[config.mk]
export PLATFORM = sky130hd
export DESIGN_NAME = uart_tx_fifo
export DESIGN_NICKNAME = d
export VERILOG_FILES = /design/src/rtl/uart_tx_fifo.sv
export SDC_FILE = /design/constraint.sdc
export NUM_CORES = 1
export LEC_CHECK = 0
export CORE_UTILIZATION = 39
export CTS_CLUSTER_SIZE = 40
export DETAILED_ROUTE_END_ITERATION = 16
export PLACE_DENSITY = 0.6
export SYNTH_ARGS = -nofsm -noshare
export SYNTH_HDL_FRONTEND = slang
export SYNTH_SLANG_ARGS = --single-unit
[constraint.sdc]
create_clock -name HCLK -period 5.86 [get_ports HCLK]
set_input_delay 1.172 -clock HCLK [delete_from_list [all_inputs] [get_ports HCLK]]
set_output_delay 1.172 -clock HCLK [all_outputs]
set_load 0.01 [all_outputs]
[src/rtl/uart_tx_fifo.sv]
// uart_tx_fifo
//   Buffered 8-bit UART transmitter. Bytes written over a valid/ready port are
//   queued in a small FIFO and serialised LSB first onto tx. Each frame has an
//   optional parity bit and one or two stop bits. The bit period is baud_div+1
//   HCLK cycles.
//
// Ports
//   HCLK       system clock, all logic on posedge
//   HRESET     synchronous reset, active-high
//   en         0: finish the current frame but start no new one
//   baud_div   bit period minus one, in HCLK cycles
//   par_en     1: append a parity bit after the data bits
//   par_odd    1: odd parity, 0: even parity
//   stop2      1: two stop bits
//   wr_data    byte to queue
//   wr_valid   write request
//   wr_ready   FIFO can accept a byte (not full)
//   level      FIFO occupancy
//   busy       frame in progress or FIFO non-empty
//   tx         serial line, idle high
module uart_tx_fifo #(
  parameter int unsigned DEPTH = 4,
  parameter int unsigned DIV_W = 16
) (
  input  logic                     HCLK,
  input  logic                     HRESET,
  input  logic                     en,
  input  logic [DIV_W-1:0]         baud_div,
  input  logic                     par_en,
  input  logic                     par_odd,
  input  logic                     stop2,
  input  logic [7:0]               wr_data,
  input  logic                     wr_valid,
  output logic                     wr_ready,
  output logic [$clog2(DEPTH):0]   level,
  output logic                     busy,
  output logic                     tx
);

  localparam int unsigned PW = $clog2(DEPTH);
  localparam int unsigned LW = PW + 1;
  localparam logic [PW-1:0]    PTR_ONE  = PW'(1);
  localparam logic [LW-1:0]    LVL_ONE  = LW'(1);
  localparam logic [LW-1:0]    LVL_FULL = LW'(DEPTH);
  localparam logic [DIV_W-1:0] TMR_ONE  = DIV_W'(1);

  typedef enum logic [2:0] {
    S_IDLE,
    S_START,
    S_DATA,
    S_PARITY,
    S_STOP
  } state_t;

  // FIFO storage and bookkeeping
  logic [7:0]    mem [DEPTH];
  logic [PW-1:0] wr_ptr;
  logic [PW-1:0] rd_ptr;
  logic [LW-1:0] count;
  logic          push;
  logic          pop;
  logic [7:0]    head;

  // Frame engine
  state_t           state;
  state_t           state_n;
  logic [DIV_W-1:0] tmr;
  logic [DIV_W-1:0] div_l;
  logic [2:0]       bit_cnt;
  logic [7:0]       shift;
  logic             par_en_l;
  logic             stop2_l;
  logic             par_bit;
  logic             tx_q;
  logic             tx_n;
  logic             bit_end;
  logic             last_data;
  logic             last_stop;
  logic             can_start;

  // Ready comes from the registered count only, so a full FIFO refuses a
  // write even in a cycle where the transmitter pops.
  assign wr_ready = (count != LVL_FULL);
  assign push     = wr_valid & wr_ready;
  assign head     = mem[rd_ptr];
  assign level    = count;
  assign busy     = (state != S_IDLE) || (count != '0);
  assign tx       = tx_q;

  always_ff @(posedge HCLK) begin
    if (push) begin
      mem[wr_ptr] <= wr_data;
    end
  end

  always_ff @(posedge HCLK) begin
    if (HRESET) begin
      wr_ptr <= '0;
      rd_ptr <= '0;
      count  <= '0;
    end else begin
      if (push) begin
        wr_ptr <= wr_ptr + PTR_ONE;
      end
      if (pop) begin
        rd_ptr <= rd_ptr + PTR_ONE;
      end
      case ({push, pop})
        2'b10:   count <= count + LVL_ONE;
        2'b01:   count <= count - LVL_ONE;
        default: count <= count;
      endcase
    end
  end

  assign bit_end   = (tmr == div_l);
  assign last_data = (bit_cnt == 3'd7);
  assign last_stop = (bit_cnt == {2'b00, stop2_l});
  assign can_start = en && (count != '0);

  always_ff @(posedge HCLK) begin
    if (HRESET) begin
      state <= S_IDLE;
    end else begin
      state <= state_n;
    end
  end

  // tx_n is the line level for the current state; it is registered into
  // tx_q, so the line trails the state by one cycle with unchanged bit widths.
  always_comb begin
    state_n = state;
    pop     = 1'b0;
    tx_n    = 1'b1;
    case (state)
      S_IDLE: begin
        if (can_start) begin
          pop     = 1'b1;
          state_n = S_START;
        end
      end
      S_START: begin
        tx_n = 1'b0;
        if (bit_end) begin
          state_n = S_DATA;
        end
      end
      S_DATA: begin
        tx_n = shift[0];
        if (bit_end && last_data) begin
          state_n = par_en_l ? S_PARITY : S_STOP;
        end
      end
      S_PARITY: begin
        tx_n = par_bit;
        if (bit_end) begin
          state_n = S_STOP;
        end
      end
      S_STOP: begin
        tx_n = 1'b1;
        if (bit_end && last_stop) begin
          // Next byte waiting: chain straight into its start bit.
          if (can_start) begin
            pop     = 1'b1;
            state_n = S_START;
          end else begin
            state_n = S_IDLE;
          end
        end
      end
      default: begin
        state_n = S_IDLE;
      end
    endcase
  end

  always_ff @(posedge HCLK) begin
    if (HRESET) begin
      tmr      <= '0;
      bit_cnt  <= '0;
      shift    <= '0;
      div_l    <= '0;
      par_en_l <= 1'b0;
      stop2_l  <= 1'b0;
      par_bit  <= 1'b0;
      tx_q     <= 1'b1;
    end else begin
      tx_q <= tx_n;

      if ((state == S_IDLE) || bit_end) begin
        tmr <= '0;
      end else begin
        tmr <= tmr + TMR_ONE;
      end

      if (state_n != state) begin
        bit_cnt <= '0;
      end else if (bit_end) begin
        bit_cnt <= bit_cnt + 3'd1;
      end

      // Frame settings are captured at pop time so that runtime changes only
      // affect the next frame.
      if (pop) begin
        shift    <= head;
        div_l    <= baud_div;
        par_en_l <= par_en;
        stop2_l  <= stop2;
        par_bit  <= (^head) ^ par_odd;
      end else if ((state == S_DATA) && bit_end) begin
        shift <= {1'b0, shift[7:1]};
      end
    end
  end

endmodule

Word level (Yosys, flattened, before mapping)
Memory sizes are Yosys's and may differ from the RTL's. A register that Yosys moved wholly into a read port is not among the register bits.
Index checks and enable logic that the tools add are counted.
W data, S select, Z words.
{ "op_classes": {"n_eq_ne": 11, "n_reduce_logical": 14, "addsub": 6, "n_bitwise": 2, "n_mux": 19} }
{ "ops": {"columns": ["operator", "n"], "rows": [
  ["$mux W3", 6],
  ["$add A16 B1 Y16 const B", 1],
  ["$eq A16 B16 Y1", 1],
  ["$mux W8", 2],
  ["$pmux W3 S5", 1],
  ["$reduce_xor A8 Y1", 1],
  ["$add A3 B1 Y3 const B", 2],
  ["$eq A3 B2 Y1 const B", 2],
  ["$eq A3 B3 Y1 const B", 2],
  ["$pmux W3 S2", 1],
  ["$reduce_bool A3 Y1", 2],
  ["$mux W1", 5],
  ["$add A2 B1 Y2 const B", 2],
  ["$logic_and A1 B1 Y1", 4],
  ["$mux W2", 2],
  ["$reduce_bool A2 Y1", 2],
  ["$reduce_or A2 Y1", 2],
  ["$eq A3 B1 Y1", 1],
  ["$eq A3 B1 Y1 const B", 1],
  ["$logic_not A3 Y1", 1],
  ["$ne A3 B3 Y1", 1],
  ["$ne A3 B3 Y1 const B", 1],
  ["$pmux W1 S3", 1],
  ["$sub A3 B1 Y3 const B", 1],
  ["6 further kinds", 7]
]} }
{ "totals": {"input_bits": 31, "out_inout_bits": 6, "reg_bits": 57, "ramBits": 32, "memories": 1, "word_cells": 65} }
{ "memory_table": {"columns": ["memory", "words", "width", "read_ports", "rd_clocked_by_memory_dff", "wr", "line", "source"], "rows": [
  ["mem", 4, 8, 1, 1, 1, "56", "logic [7:0] mem [DEPTH];"]
]} }

Depth between registers and ports, before layout
Gate-level depths: netlist of the first run.
{ "logic_depth": {"word_depth": 7, "ltp_mapped": 13, "depth_no_buf": 11} }

Worst setup path after synthesis of the first run
Ideal clock, no wire load.
{ "synth_timing": {"path_type": "input to register", "start": "in en", "end": "reg count[2] (netlist: level[2])", "setup_ps": 71, "t_required_ps": 5789, "stages": 12, "t_arrival_ps": 3037, "n_path_buf": 2, "slack_ps": 2752, "path_cell_list": "nand3_1 > nor2b_1 > a21oi_1 > buf_2 > buf_2 > inv_1 > ha_1 > inv_1 > fa_1 > xor2_1 > or3_1 > a21oi_1"} }
{ "synth_between": {"elab_chain_len": 6, "elab_cells_between_ends": 8, "classes_between": "eq/ne (2); mux (4); reduce/logical (2)"} }
{ "synth_lines": {"columns": ["element", "line", "source"], "rows": [
  ["start: declaration", "27", "input logic en,"],
  ["$logic_and A1 B1 Y1 (*)", "119", "assign can_start = en && (count != '0);"],
  ["$mux W1 (*)", "137, 164", null],
  ["$mux W1", "162", "if (bit_end && last_stop) begin"],
  ["$pmux W1 S2 (*)", "135", "case (state)"],
  ["$eq A2 B1 Y1 or $eq A2 B2 Y1 (tied branches)", "108", "case ({push, pop})"],
  ["$pmux W3 S2 or $reduce_bool A2 Y1 (tied branches)", null, null],
  ["end signal: assignment", "109", "2'b10: count <= count + LVL_ONE;"],
  ["end signal: assignment", "110", "2'b01: count <= count - LVL_ONE;"],
  ["end signal: assignment", "111", "default: count <= count;"],
  ["end: declaration", "59", "logic [LW-1:0] count;"]
]} }
Every way passes the cells marked *; elsewhere a longest branch is shown, timed or not.
A chain may end at the register's enable or synchronous reset.

Worst setup path after layout of the first run
{ "layout_timing": {"start": "reg count[2] (netlist: level[2])", "end": "out busy"} }
{ "layout_between": {"elab_chain_len": 2} }
{ "layout_lines": {"columns": ["element", "line", "source"], "rows": [
  ["$reduce_bool A3 Y1", "87", "assign busy = (state != S_IDLE) || (count != '0);"],
  ["$logic_or A1 B1 Y1", "87", null],
  ["end: declaration", "36", "output logic busy,"]
]} }
No other way between the ends.

==> reports/metrics.cfg, run 1 <==
[critical_path]
r2r_cells=12
critPathArrivalTime_ns=2.01
timing.reg2reg.setup_slack_ns=3.11
start_kind=flop
critPathMaxStageDelay_ns=0.49
crit_path_top_delay_cell=clkdlybuf4s50_1
worst_setup_path_end_kind=primary output
crit_top_cell=or3_1
r2r-start=tmr[10]
path_cells=or3_1, or3_1, clkdlybuf4s50_1
critical_path.max_fanout=5
crit_required_ns=4.69
worstSetupPathType=flop to primary output
r2r_end=level[2]

[synthesis]
ys_seq_elements=91
synth.distinct_cells=42
syn_inst=353
ys.flop_type=dfxtp_1
avgSynthCellArea_um2=11.2
synth_area_leader_cell=dfxtp_1
syn_nets=393
synth_area_mm2=0.00394
synth_top_area_share_pct=30.0
synthArstFlopShare_pct=0
ys_top_cells_by_count=59 x dfxtp_1, 55 x nor2_1, 32 x edfxtp_1
yosysWarnings=0
yosysSeqAreaShare_pct=54.4
synth-edff-count=32
yosysMostFrequentCell=dfxtp_1
synth_area_leaders=dfxtp_1 30%, edfxtp_1 24%, xnor2_1 6.2%

[clock_tree]
numCtsBuffers=9
post-cts-setup-buffer-count=0
cts-root-buf=clkbuf_8
clock_latency_ns=0.35
clkTransAtPathRegs_ns=0.09
cts_tree=built
ctsResizeCount=0
ctsHoldBuffers=0
cts.sinks=91
cts_max_level=3
clockBufferDepth=2

[grt]
antenna_found_initial=0
grt_pass1_vias=2438
grt_pass1_wl_mm=11.7
grt_overflow=0
grt_max_degree=41
grt_use_total_pct=14.9

[floorplanning]
start_util_pct=40.3
dieArea_mm2=0.0105
core_area_mm2=0.00977
io_pins=37
dieHeight_um=102
fp-row-count=36
die_x_um=102

[drt]
wire_per_inst_um=13.3
ant_nets=0
drt-vias-per-instance=4.83
dr.first_iter.drc_count=81
drcViolationCount=0
first_pass_iters=4
wirelength_mm=7.03
vias=2546

[pwr]
p_per_area_mw_per_mm2=469
vdd_drop_max_uv=252
p_leak_uw=0.00170

[place]
portBuffers=36
place_congestion=0.744
place_hpwl_mm=4.80
dp_slack_ns=2.33
dp.cells=511

[hold_path]
hold_path.class=flop to flop
worstHoldStart=shift[6]
min_to=shift[5]
whs_path_depth=2

[timing]
relSlewSlack_pct=66.2
finalSetupViolCount=0
setup_tns_ns=0
rsz0062_at_grt=no
fin_ws_ns=2.68
tightest_slew_ns=0.507
hold_viol_final=0
layout_min_cycle_time_ns=3.18
timing.fmax_ghz=0.315
drv_slew=0
period_share_pct=54.2
skew_ns=0.0154

[cells_and_area]
final_util_pct=47.6
antennaDiodeCount=0
final_cells=527
drive_above_1_share_pct=6.85
syn_to_final_growth_pct=18.0
final_net_count=429

[run_status]
status=complete, no violations

[job]
cap_viol_max_count=0

state kept, by name, summed over array words and instances, names as in the netlist, named ones only:
register and flops:
bit_cnt 3, div_l 16, level 3, mem 32, par_bit 1, par_en_l 1
rd_ptr 2, shift 8, state 3, stop2_l 1, tmr 16, tx 1
wr_ptr 2
worst max-delay path, delay by kind of cell (launching register included):
| family | cells | cell delay [ns] |
|---|---|---|
| flip-flops | 1 | 0.35 |
| buffers and inverters | 1 | 0.49 |
| AND/OR/NAND/NOR | 2 | 0.82 |
logic make-up after synthesis:
| family | synth area share, % |
|---|---|
| mux | 9.98 |
| flops | 54.4 |
| fa+ha+maj | 3.05 |
| compound gates | 4.51 |
| xor+xnor | 9.88 |
| simple gates | 15.1 |
| buf+inv | 3.08 |
through the flow:
stage | power [uW] | hold WS, ns | cell area, um^2
2_1_floorplan | 1510 | 0.448 | 3940
3_3_place_gp | 1710 | 0.462 | 4430
3_5_place_dp | 1730 | 0.472 | 4430
4_1_cts | 2210 | 0.485 | 4650
5_1_grt | 2330 | 0.511 | 4650
6_report | 2180 | 0.476 | 4650
how the worst max path moves through the flow:
stage | cells past startpoint | endpoint | startpoint | slack, ns
CTS | 3 | busy | level[2] | 2.65
global placement | 11 | level[2] | en | 2.43
global route | 11 | level[2] | en | 2.56
floorplan | 12 | level[2] | en | 2.75
detailed placement | 11 | level[2] | en | 2.33
finish | 3 | busy | level[2] | 2.68
power breakdown:
part | leakage (uW) | switching (uW) | total, uW | internal (uW)
sequential | 0.000773 | 93.1 | 882 | 789
clock | 0.000105 | 231 | 476 | 245
combinational | 0.000826 | 421 | 820 | 399
metal layers:
metal	share of wire (%)	up-vias	global-route usage, %
li1	-	1300	-
met1	51	1200	20.2
met2	45	39	22.8
met3	3.3	7	3.42
met4	1.2	0	6.26
met5	0	-	0
area by class of cell:
cell class	instances	area [um^2]
repair buffers	39	383
inverters	13	48.8
well taps	133	166
fillers	928	5130
flip-flops and latches	91	2140
clock buffers	10	128
multi-input cells	235	1690
clock inverters	6	95.1
placed cells by master (no fill, tap or decap), types with 2 or more instances in the layout:
master           netlist  final
nor2_1                55     55
bufinv_16              0      2
o21ai_0                4      4
clkbuf_8               0      9
nor2b_1                4      4
buf_4                  0      3
nand2_1               19     19
or3_1                  5      5
nand2b_1               6      6
clkdlybuf4s50_1        0     36
and3_1                 6      6
a21oi_1               11     10
mux4_2                 5      5
inv_1                 13     13
edfxtp_1              32     32
a31oi_1                9      9
ha_1                   8      8
xnor2_1               28     28
or2b_1                 2      2
mux4_1                 3      3
xor2_1                12     12
nand3_1               17     17
clkinvlp_4             0      2
nand4_1                5      5
dfxtp_1               59     59
mux2i_1               19     19
Note: power is estimated with default switching activity, not from simulation.
==> inputs of run 2 (changes only) <==
==> constraint.sdc (replaced) <==
create_clock -name HCLK -period 3.14 [get_ports HCLK]
set_input_delay 0.628 -clock HCLK [delete_from_list [all_inputs] [get_ports HCLK]]
set_output_delay 0.628 -clock HCLK [all_outputs]
set_load 0.01 [all_outputs]
==> run 2 against run 1 <==
Utilization down 0.35 points. Highest routed layer unchanged. Largest cell class unchanged. Largest power group unchanged. Critical path depth up 8. Via count down 0.43%.
==> reports/metrics.cfg, run 2 (synthesized netlist as in run 1, its figures left out) <==
[floorplanning]
dieArea_mm2=0.0105
die_x_um=102
io_pins=37
dieHeight_um=102
fp-row-count=36
core_area_mm2=0.00977
start_util_pct=40.3

[clock_tree]
post-cts-setup-buffer-count=0
ctsHoldBuffers=0
clock_latency_ns=0.35
cts_max_level=3
clockBufferDepth=2
clkTransAtPathRegs_ns=0.09
cts_tree=built
cts.sinks=91
numCtsBuffers=9
cts-root-buf=clkbuf_8
ctsResizeCount=0

[timing]
drv_slew=0
hold_viol_final=0
period_share_pct=84.9
layout_min_cycle_time_ns=2.67
timing.fmax_ghz=0.375
rsz0062_at_grt=no
finalSetupViolCount=0
tightest_slew_ns=0.547
setup_tns_ns=0
skew_ns=0.00966
relSlewSlack_pct=63.6

[drt]
wirelength_mm=6.86
top_layer=met4
met1_length_mm=3.49
drt-vias-per-instance=4.81
dr.first_iter.drc_count=104
wl_met3_um=228
wl_met2_mm=3.10
drcViolationCount=0
first_pass_iters=4
vias=2535
wire_per_inst_um=13.0
ant_nets=0

[place]
place_congestion=0.740
place_hpwl_mm=4.80
dpl_cell_area_mm2=0.00443
portBuffers=36

[run_status]
status=complete, no violations

[cells_and_area]
antennaDiodeCount=0
drive_above_1_share_pct=7.11
final_cell_mix=59 x dfxtp_1, 55 x nor2_1, 36 x clkdlybuf4s50_1, 32 x edfxtp_1, 28 x xnor2_1
syn_to_final_growth_pct=17.2
reg_top3=mem (32), div_l (16), tmr (16)
fin_area_mm2=0.00461
fillers=917
largest_reg_flops=32
largest_register=mem
final_net_count=429
final_common_cell=dfxtp_1

[pwr]
seqPwrFrac_pct=41.9
vdd_drop_max_uv=358
p_int_uw=2530
p_per_area_mw_per_mm2=851
p_leak_uw=0.00169
power_switching_uw=1400
sw_frac_of_total_pct=35.6
comb_power_share_pct=38.8
clock_power_share_pct=19.3

[critical_path]
r2r_cells=11
critPathTopFamily=simple AND/OR/NAND/NOR gates
crit_top_cell=inv_1
worst_setup_path_end_kind=flop
startpoint=en
r2r-start=tmr[2]
start_kind=input port
r2r_end=level[2]
critPathArrivalTime_ns=2.94
worstSetupPathType=input port to flop
crit_path_top_delay_cell=clkdlybuf4s50_1
critPathMaxStageDelay_ns=0.48
timing.reg2reg.setup_slack_ns=0.49
critical_path.max_fanout=4
crit_required_ns=3.42
critical_path_buf_inv_count=3
path_cells=clkdlybuf4s50_1, nand3_1, nor2b_1, a21oi_4, inv_1, ha_1, inv_1, fa_1, xor2_1, or3_1, a21oi_1

[job]
cap_viol_max_count=0

[grt]
grt_use_total_pct=14.5
antenna_found_initial=0
grt_overflow=0
grt_max_degree=40
grt_pass1_wl_mm=11.5
grt_pass1_vias=2487

[hold_path]
hold_path.class=flop to flop
min_to=shift[7]
whs_path_depth=2
worstHoldStart=shift[7]

## run 2: cell types whose count changed in the layout (fill, tap and decap cells not counted)
cell / delta
bufinv_16: -2
inv_6: +2
clkbuf_1: -1
clkinvlp_4: -1
inv_8: +1
clkinv_4: +1
## run 2: worst max-delay path by stage
| stage | slack (ns) | end | cells after the start |
|---|---|---|---|
| finish | 0.47 | level[2] | 11 |
| global route | 0.30 | level[2] | 11 |
| CTS | 0.46 | level[2] | 11 |
| detailed placement | 0.13 | level[2] | 11 |
| global placement | 0.23 | level[2] | 11 |
| floorplan | 0.36 | level[2] | 13 |
## run 2: per-layer routing
layer	track usage (%)	vias up
li1	-	1295
met1	19.1	1197
met2	23.2	39
met3	3.35	4
met4	5.60	0
met5	0	-
## run 2: layout make-up
| cell class | instances | area (um^2) | share of cell area [%] |
|---|---|---|---|
| clock buffers | 9 | 124 | 2.68 |
| inverters | 13 | 48.8 | 1.06 |
| repair buffers | 39 | 383 | 8.30 |
| multi-input cells | 235 | 1690 | 36.5 |
| well taps | 133 | 166 | 3.61 |
| clock inverters | 7 | 65.1 | 1.41 |
| flip-flops and latches | 91 | 2140 | 46.4 |
## run 2: tightest hold or removal path, stage by stage, from the launching register on
cell     delay, ns
dfxtp_1       0.32
nand3_1       0.06
a21oi_1       0.05
## run 2: stage by stage
step / total power, uW / hold slack, ns / utilization, % / setup slack [ns] / cells
after floorplan: 2810 / 0.448 / - / 0.363 / 353
after global placement: 3180 / 0.463 / 45.3 / 0.234 / 511
after detailed placement: 3220 / 0.465 / 45.3 / 0.130 / 511
after CTS: 3990 / 0.478 / 47.2 / 0.462 / 527
after global routing: 4210 / 0.501 / 47.2 / 0.297 / 527
final: 3930 / 0.474 / 47.2 / 0.475 / 527
## run 2: power by group through the flow
stage,Sequential (uW),Clock [uW],Combinational [uW]
floorplan,1620,0,1190
global placement,1670,0,1510
detailed placement,1680,0,1540
CTS,1650,788,1550
global route,1680,833,1700
finish,1650,758,1520
